`src/rtl/core_pkg.sv`:
```
// Shared EX-stage definitions: ALU control codes, MDU op encodings and
// the multiply/divide sequencer state type.
package core_pkg;

   localparam logic [3:0] ALU_AND = 4'b0000;
   localparam logic [3:0] ALU_OR  = 4'b0001;
   localparam logic [3:0] ALU_ADD = 4'b0010;
   localparam logic [3:0] ALU_SUB = 4'b0110;
   localparam logic [3:0] ALU_SLT = 4'b0111;
   localparam logic [3:0] ALU_NOR = 4'b1100;

   localparam logic [1:0] MD_MUL  = 2'b00;
   localparam logic [1:0] MD_DIVU = 2'b01;
   localparam logic [1:0] MD_REMU = 2'b10;

   typedef enum logic [2:0] {
      ST_IDLE     = 3'd0,
      ST_MUL_STEP = 3'd1,
      ST_DIV_CMP  = 3'd2,
      ST_DIV_SUB  = 3'd3,
      ST_DONE     = 3'd4
   } md_state_e;

endpackage

```
`src/rtl/muldiv_seq.sv`:
```
// Iterative MUL/DIVU/REMU sequencer that borrows the shared EX-stage ALU,
// issuing one ALU operation per cycle; only shifts and bit tests are local.
module muldiv_seq
   import core_pkg::*;
#(
   parameter int WIDTH = 32
) (
   input  logic             clk,
   input  logic             rst_n,
   input  logic             start,
   input  logic [1:0]       op,
   input  logic [WIDTH-1:0] opa,
   input  logic [WIDTH-1:0] opb,
   input  logic             flush,
   output logic             busy,
   output logic             done,
   output logic [WIDTH-1:0] result,
   output logic             alu_req,
   output logic [WIDTH-1:0] alu_a,
   output logic [WIDTH-1:0] alu_b,
   output logic [3:0]       alu_ctrl,
   input  logic [WIDTH-1:0] alu_result
);

   localparam int CW = $clog2(WIDTH) + 1;
   localparam logic [CW-1:0] CNT_LAST = CW'(WIDTH - 1);
   localparam logic [CW-1:0] CNT_END  = CW'(WIDTH);

   md_state_e        state_q, state_d;
   logic [WIDTH-1:0] acc_q, acc_d;
   logic [WIDTH-1:0] mcand_q, mcand_d;   // multiplicand, or divisor for DIVU/REMU
   logic [WIDTH-1:0] mplier_q, mplier_d;
   logic [WIDTH-1:0] rem_q, rem_d;
   logic [WIDTH-1:0] rem_s_q, rem_s_d;
   logic [WIDTH-1:0] quo_q, quo_d;
   logic [WIDTH-1:0] result_q, result_d;
   logic [CW-1:0]    cnt_q, cnt_d;
   logic [1:0]       op_q, op_d;
   logic             lt_flag_q, lt_flag_d;
   logic             msb_q, msb_d;
   logic [WIDTH-1:0] rem_shift;
   logic             take;

   always_ff @(posedge clk or negedge rst_n) begin
      if (!rst_n) begin
         state_q   <= ST_IDLE;
         acc_q     <= '0;
         mcand_q   <= '0;
         mplier_q  <= '0;
         rem_q     <= '0;
         rem_s_q   <= '0;
         quo_q     <= '0;
         result_q  <= '0;
         cnt_q     <= '0;
         op_q      <= '0;
         lt_flag_q <= 1'b0;
         msb_q     <= 1'b0;
      end else begin
         state_q   <= state_d;
         acc_q     <= acc_d;
         mcand_q   <= mcand_d;
         mplier_q  <= mplier_d;
         rem_q     <= rem_d;
         rem_s_q   <= rem_s_d;
         quo_q     <= quo_d;
         result_q  <= result_d;
         cnt_q     <= cnt_d;
         op_q      <= op_d;
         lt_flag_q <= lt_flag_d;
         msb_q     <= msb_d;
      end
   end

   always_comb begin
      state_d   = state_q;
      acc_d     = acc_q;
      mcand_d   = mcand_q;
      mplier_d  = mplier_q;
      rem_d     = rem_q;
      rem_s_d   = rem_s_q;
      quo_d     = quo_q;
      result_d  = result_q;
      cnt_d     = cnt_q;
      op_d      = op_q;
      lt_flag_d = lt_flag_q;
      msb_d     = msb_q;
      alu_req   = 1'b0;
      alu_a     = '0;
      alu_b     = '0;
      alu_ctrl  = ALU_AND;
      rem_shift = {rem_q[WIDTH-2:0], quo_q[WIDTH-1]};
      // A bit shifted out of rem means the shifted value already exceeds the divisor.
      take      = msb_q | ~lt_flag_q;

      if (flush) begin
         state_d = ST_IDLE;
      end else begin
         case (state_q)
            ST_IDLE: begin
               if (start) begin
                  cnt_d = '0;
                  op_d  = op;
                  if (op == MD_DIVU || op == MD_REMU) begin
                     if (opb == '0) begin
                        result_d = (op == MD_REMU) ? opa : '1;
                        state_d  = ST_DONE;
                     end else begin
                        rem_d   = '0;
                        quo_d   = opa;
                        mcand_d = opb;
                        state_d = ST_DIV_CMP;
                     end
                  end else begin
                     acc_d    = '0;
                     mcand_d  = opa;
                     mplier_d = opb;
                     state_d  = ST_MUL_STEP;
                  end
               end
            end
            ST_MUL_STEP: begin
               alu_req  = 1'b1;
               alu_a    = acc_q;
               alu_b    = mcand_q;
               alu_ctrl = ALU_ADD;
               if (mplier_q[0]) acc_d = alu_result;
               mcand_d  = mcand_q << 1;
               mplier_d = mplier_q >> 1;
               cnt_d    = cnt_q + 1'b1;
               if (cnt_q == CNT_LAST) begin
                  result_d = acc_d;
                  state_d  = ST_DONE;
               end
            end
            ST_DIV_CMP: begin
               alu_req   = 1'b1;
               alu_a     = rem_shift;
               alu_b     = mcand_q;
               alu_ctrl  = ALU_SLT;
               lt_flag_d = alu_result[0];
               rem_s_d   = rem_shift;
               msb_d     = rem_q[WIDTH-1];
               state_d   = ST_DIV_SUB;
            end
            ST_DIV_SUB: begin
               alu_req  = 1'b1;
               alu_a    = rem_s_q;
               alu_b    = mcand_q;
               alu_ctrl = ALU_SUB;
               rem_d    = take ? alu_result : rem_s_q;
               quo_d    = {quo_q[WIDTH-2:0], take};
               cnt_d    = cnt_q + 1'b1;
               if (cnt_d == CNT_END) begin
                  result_d = (op_q == MD_REMU) ? rem_d : quo_d;
                  state_d  = ST_DONE;
               end else begin
                  state_d = ST_DIV_CMP;
               end
            end
            ST_DONE: state_d = ST_IDLE;
            default: state_d = ST_IDLE;
         endcase
      end
   end

   assign busy   = (state_q != ST_IDLE);
   assign done   = (state_q == ST_DONE);
   assign result = result_q;

endmodule

```
`config.mk`:
```
export PLATFORM = sky130hd
export DESIGN_NAME = muldiv_seq
export DESIGN_NICKNAME = d
export VERILOG_FILES = /design/src/rtl/core_pkg.sv /design/src/rtl/muldiv_seq.sv
export SDC_FILE = /design/constraint.sdc
export NUM_CORES = 1
export LEC_CHECK = 0
export CAP_MARGIN = 5
export CORE_MARGIN = 2
export CORE_UTILIZATION = 59
export CTS_CLUSTER_SIZE = 24
export DETAILED_ROUTE_END_ITERATION = 10
export GPL_TIMING_DRIVEN = 0
export HOLD_SLACK_MARGIN = 0.06
export PLACE_DENSITY = 0.86
export SLEW_MARGIN = 30
export SYNTH_ARGS = -nofsm -noshare
export SYNTH_HDL_FRONTEND = slang
export SYNTH_SLANG_ARGS = --single-unit
```
`constraint.sdc`:
```
create_clock -name clk -period 3.2 [get_ports clk]
set_clock_uncertainty 0.1 [all_clocks]
set_input_delay 0.64 -clock clk [delete_from_list [all_inputs] [get_ports clk]]
set_output_delay 0.64 -clock clk [all_outputs]
set_load 0.1 [all_outputs]
```
# == Word-level counts from Yosys, hierarchy flattened ==
# Cells that the tools add are included.
# classes
bitwise,3
eq_ne,19
add_sub_neg,1
n_mux,45
n_reduce_logical,18
# op_table
op,count
$mux 32,25
$pmux 32 s2,5
$pmux 32 s3,2
$logic_not 32->1,1
$mux 3,7
$ne 2x2->1 const B,7
$pmux 3 s4,1
$pmux 6 s2,1
$ne 3x3->1 const B,3
$pmux 3 s3,1
$reduce_and 4->1,2
$reduce_and 7->1,1
$add 6x1->6 const B,1
$eq 3x2->1 const B,2
$eq 6x5->1 const B,1
$eq 6x6->1 const B,1
$mux 6,1
$reduce_and 3->1,2
$reduce_bool 2->1,3
$reduce_bool 3->1,2
$reduce_and 5->1,1
$eq 2x2->1 const B,2
$reduce_and 2->1,2
$eq 3x1->1 const B,1
9 further kinds,11
# word_totals
inputBits,102
ff_bits,237
output_inout_bits,103

# == Logic depth before layout (Yosys ltp) ==
# Gate-level depths: netlist (run 1).
# logic_depth
depth_word,6
mapped_depth,10
ltp_nobuf,6

# == Worst setup path after synthesis (run 1) ==
# No wires, ideal clock.
# synth_timing
path_kind,input to output
startpoint,input port flush
endpoint,output port alu_b[22]
stages,5
required_ps,2460
n_path_buf,2
arrival_time_ps,3084
path_slack_ps,-624
cell_sequence,or2_1 > buf_2 > nor2_1 > clkbuf_1 > and2_1
# synth_between
elab_chain_len,1
# synth_lines
element,line_no,source
start: declaration,muldiv_seq.sv:14,"input logic flush,"
$mux 32,muldiv_seq.sv:95,if (flush) begin
end: declaration,muldiv_seq.sv:20,"output logic [WIDTH-1:0] alu_b,"
# Every way passes these cells.

# == Worst setup path after layout (run 1) ==
# layout_timing
startpoint,register state_q[2]
endpoint,output port alu_b[20]
# layout_between
elab_chain_len,4
word_cells_on_any_way,6
# layout_lines
element,line_no,source
start: declaration,muldiv_seq.sv:29,"md_state_e state_q, state_d;"
start signal: assignment,muldiv_seq.sv:59,state_q <= state_d;
$eq 3x2->1 or $eq 3x1->1 (tied branches),muldiv_seq.sv:98,case (state_q)
$reduce_or 3->1 (no line) *,--,
$mux 32 *,muldiv_seq.sv:98,
$mux 32 *,muldiv_seq.sv:95,
# Every way passes the cells marked *; elsewhere a longest branch is shown, timed or not.

==> summary.md, run 1 <==
| Metric | Value |
|---|---|
| Die area | 23500 um^2 |
| Syn Nets | 1474 |
| Worst reg2reg path depth | 7 |
| Worst-Margin Slew | 1.00 ns |
| # diodes | 0 |
| CTS sink count | 237 |
| Post-DR wirelength/cell | 21.2 um |
| CP cell instances | buf_4 > or2_1 > buf_4 > nor2_4 > buf_12 > clkbuf_4 > and2_1 > buf_12 |
| Cell Pwr Density | 804 nW/um^2 |
| Hold_sp | mplier_q[4]$_DFFE_PN0P_ |
| Final hold vios | 0 |
| Status | finished, final reports clean |
| Bufs on Longest Clock Path | 3 |
| Crit path depth | 8 |
| Met3 usage | 0.0853 |
| Synth top area cells | dfrtp_1 (45%), mux2i_1 (12%), mux2_2 (8.2%) |
| Cell area after layout | 16900 um^2 |
| Worst Path Required | 2.46 ns |
| Die height | 153 um |
| Number of synthesized flops with an enable pin | 0 |
| Avg Cell Area, Syn | 9.61 um^2 |
| Drt total wl | 40500 um |
| Via/cell ratio | 6.15 |
| Crit path max-delay family | buffers and inverters |
| All-Layer GR Usage | 0.337 |
| Syn. warnings | 0 |
| # IOs | 205 |
| Crit Path Category | reg2out |
| Hold_ws | 0.383 ns |
| Internal reg-to-reg setup slack | 0.67 ns |
| Hold path depth | 2 |
| Remaining DRCs | 0 |
| Rows | 54 |
| Met2 GRT Util | 0.536 |
| CTS tree | yes |
| Share of cells above drive strength 1 | 0.216 |
| GPL Wtd Cong | 0.926 |
| GRT met1 Usage | 0.460 |
| Top-area cell type share of the netlist area | 0.451 |
| CP Buf/Inv Count | 5 |
| Total number of vias | 11722 |
| Reg-to-Reg Start | state_q[1]$_DFFE_PN0P_ |
| RSZ-0062 raised after global routing | yes |
| Fin crit share | 0.999 |
| Fin worst setup slack | 0.00411 ns |
| Max-cap violations | 0 |
| Endpoints failing setup | 0 |
| Most crowded layer after global routing | met2 |
| Placed Area | 15700 um^2 |
| Slowest-stage cell, CP | dfrtp_2 |
| TritonCTS buffer count | 26 |
| Final Slew Violations | 0 |
| DP Wirelength | 29700 um |
| Initial Util | 0.601 |
| Clock transition at path regs | 0.06 ns |
| Core Region | 21900 um^2 |
| Power after layout | 13600 uW |
| Fin nets | 1711 |
| H-tree levels | 1 |
| Iter 0 DRT Violations | 1030 |
| Later-pin clock latency in the skew report | 0.54 ns |
| Hold Crit Class | reg2reg |
| Initial antenna violation count | 0 |
| Synth top cells by count | dfrtp_1 (237), nand2_1 (170), a21oi_1 (161) |
| CP endpoint kind | output port |
| WP data arrival | 2.46 ns |
| First-pass GRT wire length | 63400 um |
| Min Clock Period, post-route | 3.20 ns |
| IO buf count | 203 |
| Slew HR | 0.329 |
| CP Launch Type | register |
| Register area share after synthesis | 0.451 |
| VDD IR max | 0.468 mV |
| Pleak | 0.00745 uW |
| CP max FO | 10 |
| P&R area growth vs syn | 28.2% |
| Root Buffer Master | clkbuf_16 |
| Synthesized cell area | 13200 um^2 |
| Max Clock Freq | 0.313 GHz |
| Yosys reg bits | 237 |
| Routed Antenna Nets | 0 |
| Post-Place Setup Slack | -1.44 ns |
| Top FF cell, synth | dfrtp_1 |
| Non-filler cells, final | 1906 |
| Vias in the first global route | 11672 |
| Most frequent cell after synthesis | dfrtp_1 |
| Pin count of the biggest net entering global routing | 79 |
| Chip width | 153 um |
| Worst Hold End | mplier_q[4]$_DFFE_PN0P_ |
| Placed Cells | 1856 |
| Grt ovf | 0 |
| RR Endpoint | result[8]$_DFFE_PN0P_ |
| Max stage delay on crit path | 0.45 ns |
| First-pass detailed-route iteration total | 5 |
| Area leader, netlist | dfrtp_1 |
| Cell variety after synth | 55 |
| Post-Syn Instances | 1370 |
| Ys async rst share | 1.00 |
-- registers in the layout, summed over array words and instances, names as in the netlist --
signal / count
op_q: 2
cnt_q: 6
acc_q: 32
mcand_q: 32
msb_q: 1
state_q: 3
mplier_q: 32
lt_flag_q: 1
rem_s_q: 32
result: 32
quo_q: 32
rem_q: 32
-- what timing repair did --
action                     in CTS  in global routing
buffers inserted                2                  0
hold endpoints to repair       28                  0
gates resized for setup       462                 77
setup endpoints to repair      69                 68
hold buffers                    1                  0
pin swaps                       2                  0
-- cells in the final DEF (no fill, tap or decap), types with 6 or more instances in the layout --
master,synthesis,layout
dfrtp_1,237,236
nand2_1,170,170
a21oi_1,161,161
mux2i_1,160,160
clkdlybuf4s50_1,0,132
nor2_1,134,101
mux2_2,96,96
o21ai_0,90,90
clkbuf_1,55,46
buf_2,40,37
nand2b_1,34,34
o2bb2ai_1,32,32
nor2_2,0,32
buf_4,11,31
a211oi_1,31,31
buf_6,2,28
clkbuf_16,0,27
and2_1,35,21
buf_12,0,16
o21ai_1,15,15
clkbuf_8,0,10
buf_8,0,9
and2_2,0,8
clkbuf_4,0,7
clkinv_2,0,7
and2_4,0,6
clkbuf_2,0,6
-- worst max-delay path by stage --
stage | from | to
2_1_floorplan | flush | alu_b[22]
3_3_place_gp | rst_n | rem_s_q[5]$_DFFE_PN0P_
3_5_place_dp | flush | alu_b[10]
4_1_cts | flush | alu_a[13]
5_1_grt | state_q[2]$_DFFE_PN0P_ | alu_b[20]
6_report | state_q[2]$_DFFE_PN0P_ | alu_b[20]
-- power breakdown --
group / switching (uW) / internal (uW)
clock network: 1240 / 1720
logic: 4000 / 1940
registers: 737 / 3940
total: 5970 / 7600
-- cell type report --
cell class / instances / area [um^2]
fillers: 1451 / 5020
repair buffers: 209 / 2320
multi-input cells: 1016 / 6800
well taps: 280 / 350
inverters: 4 / 18.8
clock buffers: 38 / 797
clock inverters: 9 / 50.0
flip-flops and latches: 237 / 5930
plain buffers: 113 / 599
-- routing by layer --
metal,vias to the layer above,share of wire
met5,-,0
met4,0,0.031
met3,103,0.096
met2,622,0.47
met1,5709,0.41
li1,5288,-
-- stage by stage --
step / setup TNS [ns] / util
global placement: -2135.53 / 0.714
floorplan: -0.146 / -
detailed placement: -85.19 / 0.718
global route: -0.160 / 0.771
CTS: 0 / 0.761
finish: 0 / 0.771
-- kinds of logic (layout without fill, tap and decap cells) --
kind of cell | count (synthesis) | in the layout | synth area share
compound gates | 345 | 345 | 0.152
xor+xnor | 1 | 1 | 0.000666
fa+ha+maj | 2 | 2 | 0.00190
buf+inv | 117 | 373 | 0.0414
flops | 237 | 237 | 0.451
mux | 259 | 259 | 0.207
other cells | 1 | 1 | 0.000285
simple gates | 408 | 408 | 0.146
-- worst min-delay path: stages, from the launching register on --
cell     delay, ns
dfrtp_1       0.34
nand2_1       0.04
o21ai_0       0.06
Note: power is estimated with default switching activity, not from simulation.
==> run 2: changes to the inputs <==
Settings changed: ABC_CLOCK_PERIOD_IN_PS from default to 4000, RECOVER_POWER from default to 50.
Clock period 3.2 ns to 4 ns, I/O delays scaled along.
==> run 2 against run 1 <==
Effect of this change:
- the flow now finishes with violations (capacitance limit, slew limit)
- largest power group unchanged
- sequential power shrank 21%
- non-clock buffer count shrank 4
- largest cell class unchanged
- utilization shrank 3.3 points
==> summary.md, run 2 (synthesized netlist as in run 1, its figures left out) <==
| Metric | Value |
|---|---|
| Via/cell ratio | 6.27 (was 6.15) |
| Share of cells above drive strength 1 | 0.175 (was 0.216) |
| Pleak | 0.00727 uW (was 0.00745 uW) |
| Vias in the first global route | 11986 (was 11672) |
| Root Buffer Master | clkbuf_16 (unchanged) |
| Net Sw Frac | 0.441 (was 0.440) |
| Endpoints failing setup | 0 (unchanged) |
| FF+latch area | 5930 um^2 (about the same) |
| Fin crit share | 0.999 |
| Hold path depth | 2 (unchanged) |
| Share of power burned in registers | 0.348 (was 0.345) |
| Min Clock Period, post-route | 4.00 ns |
| Final hold vios | 0 (unchanged) |
| Status | finished, violations left (was finished, final reports clean) |
| Area of the multi-input gates | 6680 um^2 (was 6800 um^2) |
| GPL Wtd Cong | 0.960 (was 0.926) |
| Share of power burned in the clock network | 0.223 (was 0.218) |
| Fin nets | 1707 (was 1711) |
| TritonCTS buffer count | 26 (unchanged) |
| Chip width | 153 um (unchanged) |
| Worst Hold End | mplier_q[31]$_DFFE_PN0P_ (was mplier_q[4]$_DFFE_PN0P_) |
| Power after layout | 10700 uW (was 13600 uW) |
| Filler instances | 1578 (was 1451) |
| Initial Util | 0.601 (unchanged) |
| Iter 0 DRT Violations | 1074 (was 1030) |
| Post-CTS Hold Buffers | 0 (was 1) |
| Post-Place Setup Slack | -0.915 ns (was -1.44 ns) |
| Post-DR wirelength/cell | 21.4 um (was 21.2 um) |
| Max-cap violations | 1 (was 0) |
| Slew HR | -0.155 (was 0.329) |
| DP Wirelength | 29200 um (was 29700 um) |
| Drt total wl | 40600 um (was 40500 um) |
| Later-pin clock latency in the skew report | 0.54 ns (about the same) |
| Combinational power share | 0.429 (was 0.437) |
| Routed Antenna Nets | 0 (unchanged) |
| Worst reg2reg path depth | 6 (was 7) |
| Core Region | 21900 um^2 (unchanged) |
| Reg-to-Reg Start | state_q[2]$_DFFE_PN0P_ (was state_q[1]$_DFFE_PN0P_) |
| First-pass GRT wire length | 64700 um (was 63400 um) |
| Die area | 23500 um^2 (unchanged) |
| Hold_sp | mplier_q[31]$_DFFE_PN0P_ (was mplier_q[4]$_DFFE_PN0P_) |
| Fin worst setup slack | 0.00255 ns (was 0.00411 ns) |
| H-tree levels | 1 (unchanged) |
| Placed Cells | 1855 (was 1856) |
| CTS tree | yes (unchanged) |
| Non-filler cells, final | 1898 (was 1906) |
| P&R area growth vs syn | 22.8% (was 28.2%) |
| First-pass detailed-route iteration total | 5 (unchanged) |
| Rows | 54 (unchanged) |
| CP endpoint kind | output port (unchanged) |
| RR Endpoint | rem_s_q[15]$_DFFE_PN0P_ (was result[8]$_DFFE_PN0P_) |
| Worst-Margin Slew | 1.73 ns (was 1.00 ns) |
| Final Slew Violations | 72 (was 0) |
| Hold Crit Class | reg2reg (unchanged) |
| Commonest non-fill, non-tap cell in the layout | dfrtp_1 (unchanged) |
| Crit Path Category | in2out (was reg2out) |
| Most frequent cells in the layout | dfrtp_1 (237), nand2_1 (170), a21oi_1 (162), mux2i_1 (160), nor2_1 (133) (was dfrtp_1 (236), nand2_1 (170), a21oi_1 (161), mux2i_1 (160), clkdlybuf4s50_1 (132)) |
| P_int | 5960 uW (was 7600 uW) |
| Internal reg-to-reg setup slack | 1.19 ns (was 0.67 ns) |
| Die height | 153 um (unchanged) |
| CTS sink count | 237 (unchanged) |
| Initial antenna violation count | 1 (was 0) |
| CP Launch Type | primary input (was register) |
| Switch Pwr | 4700 uW (was 5970 uW) |
| IO buf count | 203 (unchanged) |
| Max Clock Freq | 0.250 GHz |
| Total number of vias | 11893 (was 11722) |
| WP data arrival | 3.10 ns (was 2.46 ns) |
| VDD IR max | 0.403 mV (was 0.468 mV) |
| # IOs | 205 (unchanged) |
| Grt ovf | 0 (unchanged) |
| CP max FO | 10 (unchanged) |
| Worst Path Required | 3.10 ns (was 2.46 ns) |
| Clock transition at path regs | 0.06 ns (about the same) |
| All-Layer GR Usage | 0.341 (was 0.337) |
| Pin count of the biggest net entering global routing | 86 (was 79) |
| Cell Pwr Density | 660 nW/um^2 (was 804 nW/um^2) |
| Violated checks | capacitance limit, slew limit |
| Bufs on Longest Clock Path | 3 (unchanged) |
| Remaining DRCs | 0 (unchanged) |
[run 2: cell types whose count changed in the layout (fill, tap and decap cells not counted), moves of 14 or more]
| cell | before | now |
|---|---|---|
| and2_1 | 21 | 35 |
| nor2_1 | 101 | 133 |
| clkbuf_4 | 7 | 22 |
| nor2_2 | 32 | 0 |
| buf_2 | 37 | 68 |
| buf_12 | 16 | 0 |
| buf_6 | 28 | 2 |
[run 2: worst max path at each step]
stage	to	slack [ns]	from	cells past startpoint
floorplan	alu_b[22]	0.34	flush	5
global placement	mcand_q[6]$_DFFE_PN0P_	-8.00	rst_n	1
detailed placement	alu_b[10]	-0.91	flush	7
CTS	alu_b[10]	-0.19	flush	7
global route	alu_ctrl[0]	-0.03	flush	6
finish	alu_ctrl[0]	0.003	flush	6
[run 2: worst max-delay path, stage by stage]
cell and delay [ns]:
clkdlybuf4s50_1 0.57, or2_1 0.29, buf_2 0.26, nor3_4 0.41
buf_4 0.30, buf_2 0.46
[run 2: per-layer routing]
metal / GRT usage / part of all wire / vias up
li1: - / - / 5247
met5: 0 / 0 / -
met3: 0.0621 / 0.098 / 132
met1: 0.468 / 0.40 / 5837
met2: 0.543 / 0.46 / 677
met4: 0.130 / 0.037 / 0
[run 2: cell type report]
type                       count  share of cell area
buffer                       113              0.0328
antenna                        1            0.000155
sequential                   237               0.367
clock buffer                  37              0.0503
timing repair buffer         205               0.112
multi-input combinational   1016               0.413
clock inverter                 5             0.00178
tap                          280              0.0217
inverter                       4            0.000929
[run 2: repair_timing]
item / in CTS / in global routing
setup endpoints to repair: 68 / 57
setup buffers: 0 / 0
hold endpoints to repair: 0 / 0
resized for setup: 273 / 90
[run 2: power by group through the flow]
stage	logic, uW	registers, uW	clock network, uW
after global routing	4830	3780	2490
after global placement	4440	3690	0
after floorplan	2400	4520	0
final	4580	3710	2380
after CTS	4550	3690	2370
after detailed placement	4540	3710	0
[run 2: through the flow]
stage          hold WS (ns)   TNS, ns  area [um^2]  utilization
2_1_floorplan         0.347         0        13200            -
3_3_place_gp          0.362  -1925.41        15500        0.710
3_5_place_dp          0.376    -38.43        15600        0.713
4_1_cts               0.158    -0.187        16400        0.748
5_1_grt               0.407   -0.0265        16200        0.738
6_report              0.390         0        16200        0.738
==> run 3: changes to the inputs <==
Settings changed: GPL_ROUTABILITY_DRIVEN from default to 1.
==> results of run 3 <==
Final layout, timing and power as in run 2 (identical DEF).
